===== config.mk =====
export PLATFORM = sky130hd
export DESIGN_NAME = mdio_responder
export DESIGN_NICKNAME = d
export VERILOG_FILES = /design/src/rtl/mdio_responder.sv
export SDC_FILE = /design/constraint.sdc
export NUM_CORES = 1
export LEC_CHECK = 0
export ABC_AREA = 1
export CAP_MARGIN = 10
export CORE_MARGIN = 3
export CORE_UTILIZATION = 40
export CTS_BUF_LIST = sky130_fd_sc_hd__clkbuf_4 sky130_fd_sc_hd__clkbuf_8
export DETAILED_ROUTE_END_ITERATION = 8
export PLACE_DENSITY = 0.63
export SLEW_MARGIN = 20
export SYNTH_ARGS = -nofsm -noshare
export SYNTH_HDL_FRONTEND = slang
export SYNTH_SLANG_ARGS = --single-unit

===== constraint.sdc =====
create_clock -name clk -period 3.2 [get_ports clk]
set_input_delay 0.64 -clock clk [delete_from_list [all_inputs] [get_ports clk]]
set_output_delay 0.64 -clock clk [all_outputs]
set_load 0.02 [all_outputs]

===== src/rtl/mdio_responder.sv =====
// mdio_responder: MDIO management-frame responder clocked directly by MDC.
//   Parameter PHY_ADDR : PHY address answered when MDIO_PHYAD_CHECK_EN is defined.
//   clk, reset         : bit clock (MDC) and synchronous active-high reset.
//   MDIO_OUT/MDIO_OE   : serial bit and drive enable from the controller.
//   RD_DATA            : register read data, combinational from ADDR.
//   MDIO_IN/MDIO_IN_OE : serial bit and drive enable back to the controller.
//   ADDR, WR_DATA      : register address and write data of the serviced frame.
//   WR_STB, RD_STB     : one-cycle write / read strobes.
// Macro MDIO_PHYAD_CHECK_EN: when defined, frames with PHYAD != PHY_ADDR are
// clocked through silently; when undefined, PHYAD is ignored.
module mdio_responder #(
  parameter logic [4:0] PHY_ADDR = 5'd0
) (
  input  logic        clk,
  input  logic        reset,
  input  logic        MDIO_OUT,
  input  logic        MDIO_OE,
  input  logic [15:0] RD_DATA,
  output logic        MDIO_IN,
  output logic        MDIO_IN_OE,
  output logic [4:0]  ADDR,
  output logic [15:0] WR_DATA,
  output logic        WR_STB,
  output logic        RD_STB
);
  localparam logic [3:0] IDLE       = 4'b0001;
  localparam logic [3:0] HEADER     = 4'b0010;
  localparam logic [3:0] WRITE_DATA = 4'b0100;
  localparam logic [3:0] READ_DATA  = 4'b1000;
`ifdef MDIO_PHYAD_CHECK_EN
  localparam logic CHECK = 1'b1;
`else
  localparam logic CHECK = 1'b0;
`endif
  logic [3:0]  state;
  logic [5:0]  cnt;
  logic [5:0]  nxt;
  logic [11:0] hdr;
  logic [12:0] hdr_full;
  logic [15:0] sr;
  logic        skip;
  logic        start;
  logic        bad;
  logic        is_wr;
  logic        hit;
  // cnt holds the number of frame bits already sampled; nxt is the bit sampled now
  assign nxt      = cnt + 6'd1;
  // header bits 2..14: [12] ST low bit, [11:10] OP, [9:5] PHYAD, [4:0] REGAD
  assign hdr_full = {hdr, MDIO_OUT};
  assign start    = MDIO_OE && !MDIO_OUT;
  assign bad      = !hdr_full[12] || (hdr_full[11] == hdr_full[10]);
  assign is_wr    = hdr_full[10];
  assign hit      = !CHECK || (hdr_full[9:5] == PHY_ADDR);
  always_ff @(posedge clk) begin
    if (reset) begin
      state      <= IDLE;
      cnt        <= 6'd0;
      hdr        <= 12'd0;
      sr         <= 16'd0;
      skip       <= 1'b0;
      MDIO_IN    <= 1'b0;
      MDIO_IN_OE <= 1'b0;
      ADDR       <= 5'd0;
      WR_DATA    <= 16'd0;
      WR_STB     <= 1'b0;
      RD_STB     <= 1'b0;
    end else begin
      WR_STB <= 1'b0;
      RD_STB <= 1'b0;
      cnt    <= nxt;
      case (state)
        IDLE: begin
          state <= start ? HEADER : IDLE;
          cnt   <= start ? 6'd1 : 6'd0;
        end
        HEADER: begin
          hdr <= {hdr[10:0], MDIO_OUT};
          if (nxt == 6'd14) begin
            state  <= bad ? IDLE : (is_wr ? WRITE_DATA : READ_DATA);
            cnt    <= bad ? 6'd0 : nxt;
            skip   <= !hit;
            RD_STB <= !bad && hit && !is_wr;
            if (!bad && hit) ADDR <= hdr_full[4:0];
          end
        end
        WRITE_DATA: begin
          sr <= {sr[14:0], MDIO_OUT};
          // controller releasing the line mid-write abandons the frame
          if (!MDIO_OE || nxt == 6'd32) begin
            state <= IDLE;
            cnt   <= 6'd0;
          end
          if (MDIO_OE && nxt == 6'd32 && !skip) begin
            WR_DATA <= {sr[14:0], MDIO_OUT};
            WR_STB  <= 1'b1;
          end
        end
        READ_DATA: begin
          if (nxt == 6'd15) begin
            sr         <= RD_DATA;
            MDIO_IN_OE <= !skip;
            MDIO_IN    <= 1'b0;
          end else if (nxt == 6'd32) begin
            state      <= IDLE;
            cnt        <= 6'd0;
            MDIO_IN_OE <= 1'b0;
            MDIO_IN    <= 1'b0;
          end else begin
            MDIO_IN <= !skip && sr[15];
            sr      <= {sr[14:0], 1'b0};
          end
        end
        default: begin
          state <= IDLE;
          cnt   <= 6'd0;
        end
      endcase
    end
  end
endmodule


==> impl_metrics.ini <==
[run_status]
status = finished clean

[placement]
placedInstanceArea_sq_um = 3300
port_buffers = 44
gp_congestion = 0.804
hpwl_mm = 4.22
dpl.cell_count = 507

[grt]
grt_max_degree = 35
grt-ovfl-total = 0
grt_pass1_wl_mm = 10.5
antenna_found_initial = 0
grt_pass1_vias = 2365
grt.total_usage = 0.159

[cells_and_area]
fin_nets = 448
area_growth_pct = 24.4
antenna_cells = 0
fill_cells = 653
fin_cells = 523
mostFrequentLayoutCells = dfxtp_1 (63), inv_1 (55), nor2_1 (45)
drive_gt1_frac = 0.102
design_area_sq_um = 3500
layout_commonest_cell = dfxtp_1

[routing]
viasPerCell = 4.71
vias = 2465
routed_wirelength_mm = 6.01
antenna_left = 0
dr.first_iter.drc_count = 96
remaining_drc_errors = 0
wl_per_cell_um = 11.5
first_pass_iters = 4

[flow_run]
cap_violations = 0

[synthesis]
ys_ff_latch = 63
ys_warn_count = 0
seq_area_frac_synth = 0.449
synth_nets = 406
syn_area_sq_um = 2810
ys_types = 30
syn_inst = 383
synthTopCellsByArea = dfxtp_1 (45%), o21ai_0 (7.7%), inv_1 (7.3%)
avgSynthCellArea_sq_um = 7.34
post-synth-top-area-fraction = 0.449
yosysTopAreaCell = dfxtp_1

[timing]
hold_ws_ns = 0.445
rsz0062_at_grt = no
max_freq_ghz = 0.425
worst_slew_pin_slew_ns = 0.737
hold_violations = 0
clock_skew_ns = 0.00710
setup_violations = 0
tns_ns = 0
fin_crit_ns = 2.35
maxSlewHeadroom = 0.507
final_max_slew_viol_count = 0
min_period_over_period = 0.735

[hold_path]
hold_path_startpoint = WR_DATA[0]
worst_hold_path_type = register to register
hold_depth = 2
holdPathEnd = WR_DATA[0]

[power_and_ir_drop]
powerDensity_nw_per_um2 = 439
leakagePower_nw = 1.47
ir_drop_mv = 0.324

[clock_network]
cts_tree = done
htree_levels = 3
clkSinkCount = 63
insertion_delay_ns = 0.33
cts_buffer_depth = 2
cts_resized = 0
cts_root_buffer = clkbuf_8
numCtsBuffers = 9
cts_hold_buffers = 0
post_cts_buffers = 0
clk_pin_slew_ns = 0.07

[worst_setup_path]
start_kind = register
arrival_ns = 2.55
required_ns = 3.40
crit_type = register to register
cp-end-kind = register
crit_fanout = 33
ff2ff_setup_slack_ns = 0.85
reg2regPathDepth = 8
worstSetupStartpoint = cnt[0]
r2r_start = cnt[0]
r2r-end = WR_DATA[3]

[floorplanning]
io_pins = 45
fp.dieArea_sq_um = 8070
initial_core_util = 0.428
die_w_um = 89.8
fp.coreArea_sq_um = 6570
fp-row-count = 29
die_h_um = 89.8
[logic make-up (layout without fill, tap and decap cells)]
group,count (synthesis),count (layout),synth area share
buf+inv,76,123,0.114
compound gates,106,106,0.192
fa+ha+maj,3,3,0.0134
flops,63,63,0.449
simple gates,135,135,0.232
[flip-flops by register name, indices dropped and copies added, names as in the netlist, 4 cells and up]
signal / count
sr: 16
state: 4
cnt: 6
WR_DATA: 16
hdr: 12
ADDR: 5
[Yosys cell counts, drive strengths merged]
| library cell | instances |
|---|---|
| a211oi | 1 |
| a21oi | 37 |
| buf | 8 |
| clkbuf | 9 |
| dfxtp | 63 |
| ha | 3 |
| inv | 59 |
| nand2 | 52 |
| nand3 | 18 |
| nand3b | 1 |
| nand4 | 7 |
| nor2 | 51 |
| nor3 | 5 |
| nor4 | 1 |
| o21ai | 67 |
| o21bai | 1 |
[worst max path at each step]
stage / cells after the start / endpoint
2_1_floorplan: 9 / sr[10]
3_3_place_gp: 4 / WR_DATA[5]
3_5_place_dp: 4 / WR_DATA[3]
4_1_cts: 8 / WR_DATA[15]
5_1_grt: 8 / WR_DATA[10]
6_report: 8 / WR_DATA[3]
[layout make-up]
cell class              count  area, sq um  area share
clock buffers              12          153      0.0436
repair buffers             48          470       0.135
multi-input cells         244         1230       0.352
well taps                  93          116      0.0333
flip-flops and latches     63         1260       0.361
clock inverters             4         45.0      0.0129
inverters                  59          221      0.0633
[worst max-delay path, stage by stage, from the launching register on]
cell and delay [ns]:
dfxtp_1 0.46, ha_1 0.28, nand3_1 0.12, nand2_1 0.08, nand3_1 0.08, nor2_2 0.15
nand4_2 0.58, o21ai_0 0.41, a21oi_1 0.06
[routing by layer]
metal | track usage | vias up | share of wire
li1 | - | 1321 | -
met1 | 0.198 | 1095 | 0.48
met2 | 0.259 | 40 | 0.47
met3 | 0.0434 | 9 | 0.036
met4 | 0.0677 | 0 | 0.015
met5 | 0 | - | 0
[power breakdown]
group / total [mW] / leakage, nW / switching, mW / internal (mW)
combinational: 0.0624 / 0.855 / 0.0302 / 0.0322
clock: 0.681 / 0.107 / 0.287 / 0.394
sequential: 0.792 / 0.508 / 0.00333 / 0.788
total: 1.54 / 1.47 / 0.320 / 1.21
[stage by stage]
step           utilization  setup slack [ns]  power, mW
3_5_place_dp         0.502             0.719      0.872
2_1_floorplan            -              1.52      0.836
4_1_cts              0.532             0.803       1.56
6_report             0.532             0.849       1.54
3_3_place_gp         0.502             0.813      0.871
5_1_grt              0.532             0.537       1.60
Note: power is estimated with default switching activity, not from simulation.
==> patch 1 (same settings) <==
Register the inputs `MDIO_OUT`, `MDIO_OE` and `RD_DATA` before use. The logic sees them one clock later. Comments in the files are not updated.
--- a/src/rtl/mdio_responder.sv
+++ b/src/rtl/mdio_responder.sv
@@ -29,2 +29,12 @@
   localparam logic [3:0] READ_DATA  = 4'b1000;
+
+  logic MDIO_OUT_q;
+  logic MDIO_OE_q;
+  logic [15:0] RD_DATA_q;
+
+  always_ff @(posedge clk) begin
+    MDIO_OUT_q <= MDIO_OUT;
+    MDIO_OE_q  <= MDIO_OE;
+    RD_DATA_q  <= RD_DATA;
+  end
 `ifdef MDIO_PHYAD_CHECK_EN
@@ -48,4 +58,4 @@
   // header bits 2..14: [12] ST low bit, [11:10] OP, [9:5] PHYAD, [4:0] REGAD
-  assign hdr_full = {hdr, MDIO_OUT};
-  assign start    = MDIO_OE && !MDIO_OUT;
+  assign hdr_full = {hdr, MDIO_OUT_q};
+  assign start    = MDIO_OE_q && !MDIO_OUT_q;
   assign bad      = !hdr_full[12] || (hdr_full[11] == hdr_full[10]);
@@ -76,3 +86,3 @@
         HEADER: begin
-          hdr <= {hdr[10:0], MDIO_OUT};
+          hdr <= {hdr[10:0], MDIO_OUT_q};
           if (nxt == 6'd14) begin
@@ -86,5 +96,5 @@
         WRITE_DATA: begin
-          sr <= {sr[14:0], MDIO_OUT};
+          sr <= {sr[14:0], MDIO_OUT_q};
           // controller releasing the line mid-write abandons the frame
-          if (!MDIO_OE || nxt == 6'd32) begin
+          if (!MDIO_OE_q || nxt == 6'd32) begin
             state <= IDLE;
@@ -92,4 +102,4 @@
           end
-          if (MDIO_OE && nxt == 6'd32 && !skip) begin
-            WR_DATA <= {sr[14:0], MDIO_OUT};
+          if (MDIO_OE_q && nxt == 6'd32 && !skip) begin
+            WR_DATA <= {sr[14:0], MDIO_OUT_q};
             WR_STB  <= 1'b1;
@@ -99,3 +109,3 @@
           if (nxt == 6'd15) begin
-            sr         <= RD_DATA;
+            sr         <= RD_DATA_q;
             MDIO_IN_OE <= !skip;
Formal check against the unedited RTL: same outputs for any inputs over 10 cycles, from zero or initial values and one cycle with reset high; that may be too few to reach the edited logic, so the function may still have changed.
==> patch 1 against the unedited design <==
Cell area grew 11%. Power up 21%. Final cell count is 5.2% higher. Global-route usage down 0.92 points. Via count up 7.1%. Wire length up 7.6%. Worst setup slack improved by 0.14 ns. Sequential cell count grew 18. Area after synthesis increased by 14%. Count of clock-buffer cells in the layout decreased by 1. Critical path type unchanged.
==> patch 1: results <==
set metrics [dict create \
    grt_pass1_wl_mm 10.6 \
    seq_power_share 0.562 \
    synth-seq-area-share 0.507 \
    reg2reg_depth 12 \
    dpl.hpwl_mm 4.60 \
    cts-htree-levels 3 \
    route.met2.wl_mm 2.77 \
    synth_nets 430 \
    whs_endpoint "WR_DATA[2]$_SDFFE_PP0P_" \
    ys_types 26 \
    ys_top_cells_by_area "dfxtp_1 51%, nand2_1 7.9%, a21oi_1 6.1%" \
    drt-met1-wl_mm 3.29 \
    dpl-instance-area_um2 3660 \
    place_congestion 0.787 \
    powerClk_w 0.000738 \
    grt_max_degree 33 \
    r2r-end "sr[0]$_SDFFE_PP0P_" \
    hold-worst-slack_ns 0.464 \
    clk_latency_ns 0.35 \
    synth.avg_cell_area_um2 7.86 \
    met2_usage 0.210 \
    crit_arrival_ns 2.45 \
    drive_gt1_frac 0.0798 \
    reg.largest.list "RD_DATA_q x16, WR_DATA x16, sr x16" \
    slew_headroom 0.548 \
    p_switching_w 0.000405 \
    final-instance-count-excl-fill 550 \
    post_drt_wl_per_cell_um 11.8 \
    peakVddDrop_mv 0.286 \
    swShare 0.218 \
    use_met3 0.0379 \
    wl_met3_um 321 \
    synthTopCellsByCount "81 x dfxtp_1, 67 x nand2_1, 52 x nor2_1, 39 x a21oi_1, 38 x inv_1" \
    dp_cells 534 \
    finalClockSkew_ns 0.00909 \
    path_max_fanout 32 \
    worstHoldStart "WR_DATA[2]$_SDFFE_PP0P_" \
    via_count 2640 \
    cts_buffer_depth 2 \
    diodes 0 \
    slowest_delay_ns 0.48 \
    grt_pass1_vias 2339 \
    drtIter0Drc 149 \
    setup_ws_ns 0.986 \
    post-place-ws_ns 1.00 \
    critPathSlowestCell "dfxtp_1" \
    status "finished, final reports clean" \
    nFillCells 744 \
]
-- patch 1: cell count changes after synthesis, moves of 3 or more --
cell,change
buf_6,+3
dfxtp_1,+18
inv_1,-17
inv_2,-3
nand2_1,+23
nand2_2,-3
nand4_1,+13
nor2_1,+7
nor3_1,-3
o21ai_0,-19
o21ai_1,+6
-- patch 1: cell type report --
class / count / area (µm²) / area share
Timing Repair Buffer: 47 / 463 / 0.120
Clock buffer: 11 / 145 / 0.0376
Inverter: 41 / 156 / 0.0405
Multi-Input combinational cell: 266 / 1300 / 0.336
Clock inverter: 5 / 55.1 / 0.0142
Sequential cell: 81 / 1620 / 0.420
Tap cell: 99 / 124 / 0.0320
-- patch 1: cell families (layout without fill, tap and decap cells) --
family                   after synthesis  after routing  synth area share
AO/OA/AOI/OAI                         94             94             0.147
adder cells (fa/ha/maj)                3              3            0.0117
buffers and inverters                 60            104            0.0865
flip-flops                            81             81             0.507
AND/OR/NAND/NOR                      169            169             0.247
==> patch 2 (same settings) <==
Made on the original files. Add a define of `MDIO_PHYAD_CHECK_EN`.
--- a/src/rtl/mdio_responder.sv
+++ b/src/rtl/mdio_responder.sv
@@ -10,2 +10,4 @@
 // clocked through silently; when undefined, PHYAD is ignored.
+`define MDIO_PHYAD_CHECK_EN
+
 module mdio_responder #(
Formal check against the unedited RTL: no difference found for any inputs over 10 cycles, from zero or initial values and one cycle with reset high; that may be too few to reach the edited logic, so the function may still have changed.
==> patch 2 against the unedited design <==
Worst setup slack improved by 0.10 ns. Final cell count rose by 5.7%. Clock power rose by 10%. Wire length rose by 15%. Cell area rose by 4.9%. Area after synthesis rose by 5.6%. Largest cell class is now multi-input combinational cells. Via count rose by 11%. Sequential cell count rose by 1. Power rose by 6.9%. Combinational power rose by 29%. Hold slack improved by 0.0010 ns. Critical endpoint is now cnt[3]$_SDFF_PP0_.
==> patch 2: results <==
set metrics [dict create \
    n_clock_buffer 14 \
    critPathSlowestCell "nor2_4" \
    worst_pin_slew_ns 0.567 \
    grt_pass1_wl_mm 11.8 \
    post-place-ws_ns 0.840 \
    drtIter0Drc 151 \
    vias_per_cell 4.93 \
    leakage_nw 1.58 \
    clkCellAreaFrac 0.0604 \
    synth-seq-area-share 0.432 \
    dp_cells 537 \
    dpl-instance-area_um2 3450 \
    synthTopCellsByCount "94 x nor2_1, 64 x dfxtp_1, 58 x nand2_1, 39 x o21ai_0, 32 x nand3_1" \
    track_usage 0.172 \
    multi_input_gates 294 \
    n_all_inverters 36 \
    path_max_fanout 22 \
    multi_input_area_um2 1450 \
    synth_compound_area_frac 0.131 \
    syn_to_final_growth_pct 23.6 \
    seq_power_share 0.494 \
    cts_buffer_depth 2 \
    grt_pass1_vias 2497 \
    grt_max_degree 36 \
    cts_made_buffers 9 \
    num-nonclk-buffers 47 \
    synthAdderAreaFrac 0.0126 \
    met2_usage 0.256 \
    gr-usage-met1 0.242 \
    place_congestion 0.810 \
    finalClockSkew_ns 0.00851 \
    status "finished, final reports clean" \
    use_met3 0.0320 \
    dominant_cells "multi-input combinational cells" \
    seq_area_um2 1280 \
    wl_mm 6.89 \
    swShare 0.211 \
    firstDrtPassIters 5 \
    crit_arrival_ns 2.48 \
    synth_nets 434 \
    peakVddDrop_mv 0.246 \
    nFillCells 694 \
    drive_gt1_frac 0.118 \
    ys_types 31 \
    layout.nonclk_buf_frac 0.126 \
    nets 475 \
    synth_cells 411 \
    cts_setup_buffers 0 \
    dpl.hpwl_mm 4.72 \
    slowest_delay_ns 0.47 \
    clock_power_share 0.457 \
    seq_cell_count 64 \
    post_drt_wl_per_cell_um 12.5 \
    ys_top_cells_by_area "dfxtp_1 43%, nor2_1 12%, nand2_1 7.3%" \
    rows 30 \
]
==> patch 2: changes by cell type after synthesis, sizes merged, moves of 13 or more <==
cell and delta:
nor2 +50, a21oi -25, inv -25, nand3 +20, nand2 +14, o21ai -13
==> patch 2: metal layers <==
layer,vias to the layer above,part of all wire
li1,1419,-
met1,1211,0.51
met2,86,0.42
met3,9,0.056
met4,0,0.016
met5,-,0
==> patch 2: worst paths after layout <==
check,depth (start not counted),slack [ns],from,to
min reg2reg,2,0.45,ADDR[2]$_SDFFE_PP0P_,ADDR[2]$_SDFFE_PP0P_
max reg2reg,10,0.95,cnt[1]$_SDFF_PP0_,cnt[3]$_SDFF_PP0_
min,2,0.45,ADDR[2]$_SDFFE_PP0P_,ADDR[2]$_SDFFE_PP0P_
max,10,0.95,cnt[1]$_SDFF_PP0_,cnt[3]$_SDFF_PP0_
